`config.mk`:
```
export PLATFORM = sky130hd
export DESIGN_NAME = hazard_controller
export DESIGN_NICKNAME = d
export VERILOG_FILES = /design/src/rtl/hazard_controller.sv
export SDC_FILE = /design/constraint.sdc
export NUM_CORES = 1
export LEC_CHECK = 0
export ABC_CLOCK_PERIOD_IN_PS = 2770
export CAP_MARGIN = 20
export CORE_MARGIN = 1
export CORE_UTILIZATION = 47
export CTS_BUF_LIST = sky130_fd_sc_hd__clkbuf_2
export DETAILED_ROUTE_END_ITERATION = 8
export PLACE_DENSITY = 0.86
export SLEW_MARGIN = 10
export SYNTH_ARGS = -nofsm -noshare
export SYNTH_HDL_FRONTEND = slang
export SYNTH_SLANG_ARGS = --single-unit
```
`constraint.sdc`:
```
create_clock -name clk -period 2.77 [get_ports clk]
set_input_delay 0.554 -clock clk [delete_from_list [all_inputs] [get_ports clk]]
set_output_delay 0.554 -clock clk [all_outputs]
set_load 0.02 [all_outputs]
```
`src/rtl/hazard_controller.sv`:
```
// Stall/flush sequencer for the 5-stage pipeline: load-use, branch redirect,
// multi-cycle MUL/DIV occupancy and data-memory wait states with timeout.
module hazard_controller #(
   parameter int MD_LATENCY  = 4,
   parameter int MEM_TIMEOUT = 8,
   parameter int CNT_W       = 16
) (
   input  logic             clk,
   input  logic             rst_n,
   input  logic             ID_EX_MemRead,
   input  logic [4:0]       ID_EX_RegisterRd,
   input  logic [4:0]       IF_ID_RegisterRs1,
   input  logic [4:0]       IF_ID_RegisterRs2,
   input  logic             ID_EX_MulDiv,
   input  logic             branch_taken,
   input  logic             EX_MEM_MemReq,
   input  logic             mem_ready,
   output logic             pc_en,
   output logic             if_id_en,
   output logic             id_ex_en,
   output logic             ex_mem_en,
   output logic             mem_wb_en,
   output logic             if_id_flush,
   output logic             id_ex_flush,
   output logic             ex_mem_flush,
   output logic             mem_wb_flush,
   output logic             md_done,
   output logic             mem_err,
   output logic [1:0]       state,
   output logic [CNT_W-1:0] stall_cycles
);

   localparam int MDW = (MD_LATENCY  > 1) ? $clog2(MD_LATENCY + 1)  : 1;
   localparam int MTW = (MEM_TIMEOUT > 1) ? $clog2(MEM_TIMEOUT + 1) : 1;

   typedef enum logic [1:0] {
      RUN      = 2'b00,
      MD_BUSY  = 2'b01,
      MEM_WAIT = 2'b10
   } state_e;

   state_e           state_q, state_d;
   logic [MDW-1:0]   md_cnt_q, md_cnt_d;
   logic [MTW-1:0]   mem_cnt_q, mem_cnt_d;
   logic [CNT_W-1:0] stall_q, stall_d;
   logic             load_use;

   assign load_use = ID_EX_MemRead && (ID_EX_RegisterRd != 5'd0) &&
                     ((ID_EX_RegisterRd == IF_ID_RegisterRs1) ||
                      (ID_EX_RegisterRd == IF_ID_RegisterRs2));

   always_comb begin
      pc_en        = 1'b1;
      if_id_en     = 1'b1;
      id_ex_en     = 1'b1;
      ex_mem_en    = 1'b1;
      mem_wb_en    = 1'b1;
      if_id_flush  = 1'b0;
      id_ex_flush  = 1'b0;
      ex_mem_flush = 1'b0;
      mem_wb_flush = 1'b0;
      md_done      = 1'b0;
      mem_err      = 1'b0;
      state_d      = state_q;
      md_cnt_d     = md_cnt_q;
      mem_cnt_d    = mem_cnt_q;
      if (!rst_n) begin
         pc_en        = 1'b0;
         if_id_en     = 1'b0;
         id_ex_en     = 1'b0;
         ex_mem_en    = 1'b0;
         mem_wb_en    = 1'b0;
         if_id_flush  = 1'b1;
         id_ex_flush  = 1'b1;
         ex_mem_flush = 1'b1;
         mem_wb_flush = 1'b1;
      end else begin
         unique case (state_q)
            RUN: begin
               if (EX_MEM_MemReq && !mem_ready) begin
                  pc_en        = 1'b0;
                  if_id_en     = 1'b0;
                  id_ex_en     = 1'b0;
                  ex_mem_en    = 1'b0;
                  mem_wb_flush = 1'b1;
                  mem_cnt_d    = MTW'(1);
                  state_d      = MEM_WAIT;
               end else if (branch_taken) begin
                  if_id_flush = 1'b1;
                  id_ex_flush = 1'b1;
               end else if (ID_EX_MulDiv) begin
                  if (MD_LATENCY > 1) begin
                     pc_en        = 1'b0;
                     if_id_en     = 1'b0;
                     id_ex_en     = 1'b0;
                     ex_mem_flush = 1'b1;
                     md_cnt_d     = MDW'(MD_LATENCY - 1);
                     state_d      = MD_BUSY;
                  end else begin
                     md_done = 1'b1;
                  end
               end else if (load_use) begin
                  pc_en       = 1'b0;
                  if_id_en    = 1'b0;
                  id_ex_flush = 1'b1;
               end
            end
            MD_BUSY: begin
               if (md_cnt_q == MDW'(1)) begin
                  md_done = 1'b1;
                  state_d = RUN;
               end else begin
                  pc_en        = 1'b0;
                  if_id_en     = 1'b0;
                  id_ex_en     = 1'b0;
                  ex_mem_flush = 1'b1;
                  md_cnt_d     = md_cnt_q - MDW'(1);
               end
            end
            MEM_WAIT: begin
               // a same-cycle ready beats the timeout
               if (mem_ready) begin
                  state_d = RUN;
               end else if (mem_cnt_q == MTW'(MEM_TIMEOUT)) begin
                  mem_err = 1'b1;
                  state_d = RUN;
               end else begin
                  pc_en        = 1'b0;
                  if_id_en     = 1'b0;
                  id_ex_en     = 1'b0;
                  ex_mem_en    = 1'b0;
                  mem_wb_flush = 1'b1;
                  mem_cnt_d    = mem_cnt_q + MTW'(1);
               end
            end
            default: begin
               state_d = RUN;
            end
         endcase
      end
   end

   always_comb begin
      stall_d = stall_q;
      if (!pc_en && (stall_q != {CNT_W{1'b1}}))
         stall_d = stall_q + CNT_W'(1);
   end

   always_ff @(posedge clk) begin
      if (!rst_n) begin
         state_q   <= RUN;
         md_cnt_q  <= '0;
         mem_cnt_q <= '0;
         stall_q   <= '0;
      end else begin
         state_q   <= state_d;
         md_cnt_q  <= md_cnt_d;
         mem_cnt_q <= mem_cnt_d;
         stall_q   <= stall_d;
      end
   end

   assign state        = state_q;
   assign stall_cycles = stall_q;

endmodule
```
---- Word-level counts from Yosys, hierarchy flattened ----
Cells that the tools add are included.
word-level totals
  register bits ........................... 25
  bits in latches ......................... 0
  RAM bits ................................ 0
  bits in read-only memories .............. 0
  word-level logic and storage cells ...... 99
  memories ................................ 0
cells by class
  $add $sub $neg .......................... 3
  multiply operators ...................... 0
  div/mod/pow operators ................... 0
  order comparisons ....................... 0
  eq/ne operators ......................... 18
  shift-type cells ........................ 0
  multiplexer cells ....................... 60
  bitwise logic cells ..................... 0
  reductions and logical operators ........ 14
operators by type and width
  cell                   count
  $mux 1                 39
  $add 16x1->16 const B  1
  $ne 16x16->1 const B   1
  $ne 2x2->1 const B     8
  $mux 2                 6
  $mux 3                 4
  $mux 4                 3
  $eq 5x5->1             2
  $ne 3x3->1 const B     3
  $pmux 4 s2             1
  $reduce_and 4->1       2
  $pmux 1 s2             3
  $pmux 1 s3             2
  $pmux 2 s3             1
  $pmux 3 s2             1
  $reduce_and 5->1       1
  $reduce_bool 5->1      1
  $add 4x1->4 const B    1
  $eq 4x4->1 const B     1
  $logic_and 1x1->1      4
  $reduce_bool 2->1      2
  $eq 3x1->1 const B     1
  $sub 3x1->3 const B    1
  $eq 2x1->1 const B     1
  4 further kinds        5

---- Longest topological paths before layout ----
Gate-level depths: netlist (run 1).
  word-level depth ........................ 11
  depth in mapped cells ................... 9
  mapped depth without buffers ............ 8

---- Worst setup path after synthesis (run 1) ----
No wires, ideal clock.
  path type ............................... in2out
  start ................................... input port ID_EX_RegisterRd[1]
  end ..................................... output port pc_en
  arrival time ............................ 1.988 ns
  path slack .............................. 0.228 ns
  stages on the path ...................... 5
  cell sequence ........................... or4_1 > o21a_1 > a31oi_1 > and2_1 > buf_4
between the ends
  word-level cells in the longest chain between the ends .. 9
  elaborated cells on any way between the ends .. 12
RTL lines
  what                                                   RTL line  text
  start, declared                                        11        input logic [4:0] ID_EX_RegisterRd,
  $eq 5x5->1 (tied with other cells)                     49        ((ID_EX_RegisterRd == IF_ID_RegisterRs1) ||
  $logic_or 1x1->1 or $logic_and 1x1->1 (tied branches)  49, 48
  $logic_and 1x1->1 (*)                                  48        assign load_use = ID_EX_MemRead && (ID_EX_RegisterRd != 5'd0) &&
  $mux 1 (*) (4 in a row)                                -
  $pmux 1 s3 (*)                                         -
  $mux 1 (*)                                             -
  end, declared                                          18        output logic pc_en,
Mark *: on every way between the ends. The rest lies on a longest branch, timed or not.

---- Final worst setup path (run 1) ----
  start ................................... register mem_cnt_q[1]
  end ..................................... output port if_id_en
between the ends
  word-level cells in the longest chain between the ends .. 5
RTL lines
  what                    RTL line  text
  start, declared         44        logic [MTW-1:0] mem_cnt_q, mem_cnt_d;
  start signal, assigned  158       mem_cnt_q <= mem_cnt_d;
  $eq 4x4->1              124       end else if (mem_cnt_q == MTW'(MEM_TIMEOUT)) begin
  $mux 1                  124
  $mux 1                  122       if (mem_ready) begin
  $pmux 1 s3              78        unique case (state_q)
  $mux 1                  67        if (!rst_n) begin
  end, declared           19        output logic if_id_en,
Every way passes these cells.

==> impl_results.md, run 1 <==
- Leak pwr: 0.912 nW
- Largest net degree at the start of global routing: 24
- Die width: 59.5 um
- EDFF count, synth: 0
- Critical Path End Type: output port
- Wire length per cell: 13.3 um
- Worst-case clock buffer depth: 2
- Setup violators final: 0
- DIE HEIGHT: 59.5 um
- Detailed placement HPWL: 3060 um
- Tot GR Track Use: 23.5%
- Skew final: 0.0133 ns
- Layout fillers: 242
- GRT busiest layer: met2
- Crit path DAT: 2.16 ns
- # diodes: 0
- Met2 Track Usage GR: 43.5%
- Share of layout cells above drive strength 1: 20.8%
- Final WL: 4110 um
- Inserted Clock Buffers: 3
- CTS Hold Bufs: 0
- Unrepaired setup endpoints after global routing: true
- Drt pass-1 iters: 4
- Synth unique cells: 46
- Core region area: 0.00310 mm2
- Slew at the pin closest to its max-slew limit: 0.525 ns
- YS warnings: 0
- Syn Area/Cell: 8.22 um2
- Hold_ws: 0.516 ns
- Crit start category: flop
- Mapped Cells: 189
- Clock Sinks: 25
- Critical path type: reg -> out
- Seq/Total Area, Yosys: ~32%
- Max Slew Vio Count: 0
- Synth top area share: between 30% and 40%
- DR vias: roughly 1600
- CP required: 2.22 ns
- Fin crit period: 2.71 ns
- Worst-path clk slew: 0.24 ns
- FF+latch count, synth: 25
- Sequential Area: roughly 500 um2
- Iter 0 DRT Violations: 37
- Vias in the first global route: around 1500
- Biggest area consumer among synthesized cells: dfxtp_1
- WP buf/inv: 2
- Dominant synthesized flop cell: dfxtp_1
- GR Util met3: under 10%
- Antenna violations before repair: 0
- Worst hold path type: reg -> reg
- Final GP Congestion: about 0.83
- Fmax: ~370 MHz
- Clk_lat worst skew: about 0.34 ns
- Largest cells by area after synthesis: dfxtp_1, xnor2_1, nand2_1, a21boi_1, ha_1
- Die area: 0.00354 mm2
- Synth cell count leaders: dfxtp_1, nand2_1, a21boi_1, xnor2_1, or3_1
- Peak VDD IR: 0.326 mV
- Syn_nets: 216
- Pwr dens: between 300 and 400 mW/mm2
- Num rows: 20
- Slew Limit Headroom: between 60% and 70%
- # IOs: 51
- Post-Synthesis Cell Area: 0.00155 mm2
- Critical Path, Cell by Cell: inv_2, ha_4, and3b_2, o32a_1, a211oi_2, a31oi_2, and2_4, buf_6
- Post-route ant nets: 0
- Area of the multi-input gates: 0.00103 mm2
- DRC Markers: 0
- CTS root buffer: clkbuf_2
- Slowest stage delay, CP: between 0.3 and 0.4 ns
- Global-route wire length before repair: approximately 6300 um
- CTS tree: done
- Final Cycle Share: between 90% and 100%
- P&R area growth vs syn: 51.2%
- Crit path max fanout: 4
- I/O Buffers: 50
- CP delay by family, top: compound AO/OA/AOI/OAI gates
- FFs w/ async S/R, synth: 0%
- Core Util, Final: 75.7%
- H-tree Lvls: 1
- Met1 Usage GRT: 27.3%
- Slowest-stage cell, CP: dfxtp_2
- Max cap viols: 0
- DR vias/cell: 5.30
- Power after layout: 0.812 mW
- Status: complete, no violations
- Hold Vio Cnt, Final: 0
- Nets: slightly below 300
- Initial Util: roughly 50%
- Grt ovf: 0
cell families (layout without fill, tap and decap cells):
| family | after synthesis | count (layout) | synth area share, % |
|---|---|---|---|
| muxes | 2 | 2 | 1.29 |
| buffers and inverters | 14 | 89 | 4.43 |
| AOI/OAI and AO/OA | 42 | 42 | 19.7 |
| and+or+nand+nor | 87 | 87 | 30.5 |
| xor gates and xnor gates | 14 | 14 | 7.90 |
| adders and majority gates | 5 | 5 | 4.03 |
| DFF | 25 | 25 | 32.2 |
per-layer routing:
| layer | vias up | share of wire, % |
|---|---|---|
| li1 | 829 | - |
| met1 | 762 | 43 |
| met2 | 39 | 52 |
| met3 | 2 | 4.9 |
| met4 | 0 | 0.58 |
| met5 | - | 0 |
final timing paths:
path               startpoint                to  slack, ns  depth (start not counted)
max              mem_cnt_q[1]          if_id_en       0.06                          8
min          stall_cycles[11]  stall_cycles[11]       0.52                          2
max reg2reg      mem_cnt_q[1]  stall_cycles[14]       0.38                          9
min reg2reg  stall_cycles[11]  stall_cycles[11]       0.52                          2
power breakdown:
part	total [mW]	internal (mW)	switching [mW]	leakage, nW
logic	0.281	0.150	0.131	0.692
registers	0.390	0.374	0.0158	0.203
clock network	0.141	0.0327	0.108	0.0164
total	0.812	0.557	0.255	0.912
tightest hold or removal path: stages (launching register included):
cell	delay, ns
dfxtp_1	0.38
o21ai_0	0.07
a21boi_1	0.06
layout by cell type (no fill, tap or decap), types with 3 or more instances in the layout:
cell type and count:
a21boi_1 12, a21oi_1 3, and2_1 3, buf_4 29
clkbuf_2 4, clkdlybuf4s50_1 39, dfxtp_1 23, dlygate4sd2_1 4
dlymetal6s2s_1 3, ha_1 4, inv_1 4, nand2_1 25
nand2b_1 3, nand3_1 9, nand4_1 3, nor2_1 8
nor2b_1 4, o21ai_0 4, o21ai_1 6, o31ai_1 4
or3_1 10, or4_1 3, xnor2_1 12
repair_timing:
action	4_1_cts	5_1_grt
setup buffers	1	2
pin swaps	3	7
setup endpoints to repair	7	6
resized for setup	24	15
state kept, by name (all words and copies together) (netlist names):
| register | count |
|---|---|
| stall_cycles | 16 |
| mem_cnt_q | 4 |
| md_cnt_q | 3 |
| state | 2 |
stage by stage:
step	cells	area, um2	TNS, ns	worst slack [ns]
after detailed placement	301	2260	-2.16	-0.629
after floorplan	189	1550	0	0.228
after global routing	308	2350	-0.117	-0.0563
final	308	2350	0	0.0562
after global placement	301	2260	-1.87	-0.568
after CTS	306	2300	-0.00454	-0.00454
cell type report:
class                      count  area share (%)
clock buffer                   3           0.639
timing repair buffer          79            30.6
inverter                       6           0.959
clock inverter                 1           0.213
sequential                    25            21.4
multi-input combinational    150            43.8
tap                           44            2.34
Note: power is estimated with default switching activity, not from simulation.
==> run 2: changes to the inputs <==
--- a/config.mk
+++ b/config.mk
@@ -13,2 +13,3 @@
 export DETAILED_ROUTE_END_ITERATION = 8
+export MAX_ROUTING_LAYER = met4
 export PLACE_DENSITY = 0.86
==> constraint.sdc (replaced) <==
create_clock -name clk -period 2.77 [get_ports clk]
set_input_delay 0.277 -clock clk [delete_from_list [all_inputs] [get_ports clk]]
set_output_delay 0.277 -clock clk [all_outputs]
set_load 0.02 [all_outputs]
==> run 2 against run 1 <==
  * Highest routed layer unchanged
  * Wire length fell by 12%
  * Hold slack improved by 0.0019 ns
  * Clock skew grew 0.011 ns
  * Via count fell by 5.3%
  * Critical endpoint unchanged
  * Largest cell class unchanged
  * Register-to-register slack better by 0.06 ns
  * Total power down 5.4%
  * Critical path type unchanged
  * Clock-buffer cell count did not move
  * Sequential power barely moved
  * Combinational power fell by 17%
==> impl_results.md, run 2 (same netlist as run 1, synthesis figures left out) <==
- Share of layout cells above drive strength 1: 8.61%
- Reg2Reg Depth: 9
- Final WL: 3600 um
- Post-DP Area: 0.00213 mm2
- CP delay by family, top: compound AO/OA/AOI/OAI gates
- Status: complete, no violations
- Slowest-stage cell, CP: dfxtp_4
- Critical Path End Type: output port
- Tot GR Track Use: 21.7%
- Iter 0 DRT Violations: 45
- Detailed placement HPWL: 2740 um
- CTS tree: done
- GR Util met3: 3.93%
- DR vias: between 1500 and 2000
- Die area: 0.00354 mm2
- Highest-count cells in the layout ignoring fill and taps: clkdlybuf4s50_1, nand2_1, dfxtp_1
- Slowest stage delay, CP: 0.41 ns
- Critical Path, Cell by Cell: inv_1, ha_1, and3b_1, o32a_1, a211oi_2, a31oi_1, and2_1, dlygate4sd2_1
- Hold path cells: 2
- Final Cycle Share: around 94%
- Flop-to-flop setup slack: 0.44 ns
- Unrepaired setup endpoints after global routing: false
- Critical path type: reg -> out
- Crit start category: flop
- Peak VDD IR: ~0.26 mV
- Max Slew Vio Count: 0
- Core region area: 0.00310 mm2
- Met1 Usage GRT: 27.1%
- Hold Vio Cnt, Final: 0
- Commonest non-fill, non-tap cell in the layout: clkdlybuf4s50_1
- CP required: 2.49 ns
- Skew final: 0.0244 ns
- Vias in the first global route: 1299
- Clock Sinks: 25
- Hold path start: stall_cycles[10]
- Num rows: 20
- Reg-to-Reg End: stall_cycles[9]
- DIE HEIGHT: 59.5 um
- Slew at the pin closest to its max-slew limit: 0.522 ns
- Reg-to-Reg Start: mem_cnt_q[0]
- Largest net degree at the start of global routing: 23
- Crit path DAT: 2.32 ns
- H-tree Lvls: 1
- Max reg flops: 16
- Worst-path clk slew: 0.25 ns
- Drt pass-1 iters: 4
- Pwr dens: 356 mW/mm2
- Antenna violations before repair: 0
- WHS Endpoint: stall_cycles[10]
- # IOs: 51
- Met2 Track Usage GR: 35.2%
- Slew Limit Headroom: 65.1%
- Finished Cell Area: around 0.0022 mm2
- Fmax: 385 MHz
- Inserted Clock Buffers: 3
- Worst-case clock buffer depth: 2
- Wire length per cell: 12.5 um
- P&R area growth vs syn: 38.8%
- Post-route ant nets: 0
- Clk_lat worst skew: between 0.3 and 0.4 ns
- Global-route wire length before repair: 5630 um
- DRC Markers: 0
- GRT busiest layer: met2
- Leak pwr: 0.784 nW
- Post-CTS setup buffer count: 0
- Setup tns final: 0 ns
- Initial Util: 50.0%
- CTS Hold Bufs: 0
- DR vias/cell: roughly 5.4
- Final GP Congestion: 0.864
- Setup violators final: 0
- WP buf/inv: 2
- Fin crit period: 2.60 ns
- Grt ovf: 0
- Layout fillers: 288
- Crit path max fanout: 5
- # diodes: 0
- Hold_ws: 0.518 ns
- Nets: 272
- Max cap viols: 0
- Die width: 59.5 um
- I/O Buffers: 50
- Worst hold path type: reg -> reg
- CTS root buffer: clkbuf_2
## run 2: layout make-up
class,count,area (um2),area share (%)
clock inverter,1,5.00,0.232
multi-input combinational,150,983,45.6
inverter,6,22.5,1.05
sequential,25,505,23.5
tap,44,55.1,2.56
clock buffer,3,15.0,0.697
timing repair buffer,59,568,26.4
## run 2: power by group
part / leakage (nW) / internal, mW / total (mW) / switching, mW
sequential: 0.204 / 0.374 / 0.390 / 0.0161
clock: 0.0164 / 0.0327 / 0.144 / 0.111
combinational: 0.564 / 0.121 / 0.234 / 0.113
total: 0.784 / 0.528 / 0.768 / 0.240
## run 2: worst max path at each step
stage | startpoint | to | slack (ns) | cells past startpoint
final | mem_cnt_q[0] | if_id_en | 0.17 | 8
after global routing | mem_cnt_q[0] | pc_en | 0.0006 | 8
after CTS | mem_cnt_q[1] | id_ex_en | 0.13 | 7
after detailed placement | ID_EX_RegisterRd[1] | if_id_en | -0.02 | 6
after global placement | ID_EX_RegisterRd[1] | if_id_en | -0.009 | 6
after floorplan | state[0] | pc_en | 0.68 | 7
## run 2: layer usage
layer / vias up / wire [um] / part of all wire, %
li1: 786 / - / -
met1: 712 / 1640 / 45
met2: 43 / 1710 / 47
met3: 4 / 217 / 6.0
met4: 0 / 36 / 1.0
met5: - / 0 / 0
## run 2: metrics by stage
stage,setup slack (ns),utilization (%),power [mW],cells
floorplan,0.678,-,0.531,189
global placement,-0.00950,68.6,0.629,284
detailed placement,-0.0216,68.6,0.633,284
CTS,0.129,69.2,0.776,288
global route,0.000561,69.4,0.819,288
finish,0.173,69.4,0.768,288
## run 2: timing repair
item	CTS	global route
gates cloned	0	0
endpoints found under the setup margin	2	3
gates resized for setup	3	3
## run 2: worst register-to-register path, delay by kind of cell, from the launching register on
family / cells / cell delay [ns]
buffers and inverters: 2 / 0.30
AOI/OAI and AO/OA: 4 / 0.88
DFF: 1 / 0.41
adders and majority gates: 1 / 0.18
and+or+nand+nor: 2 / 0.53
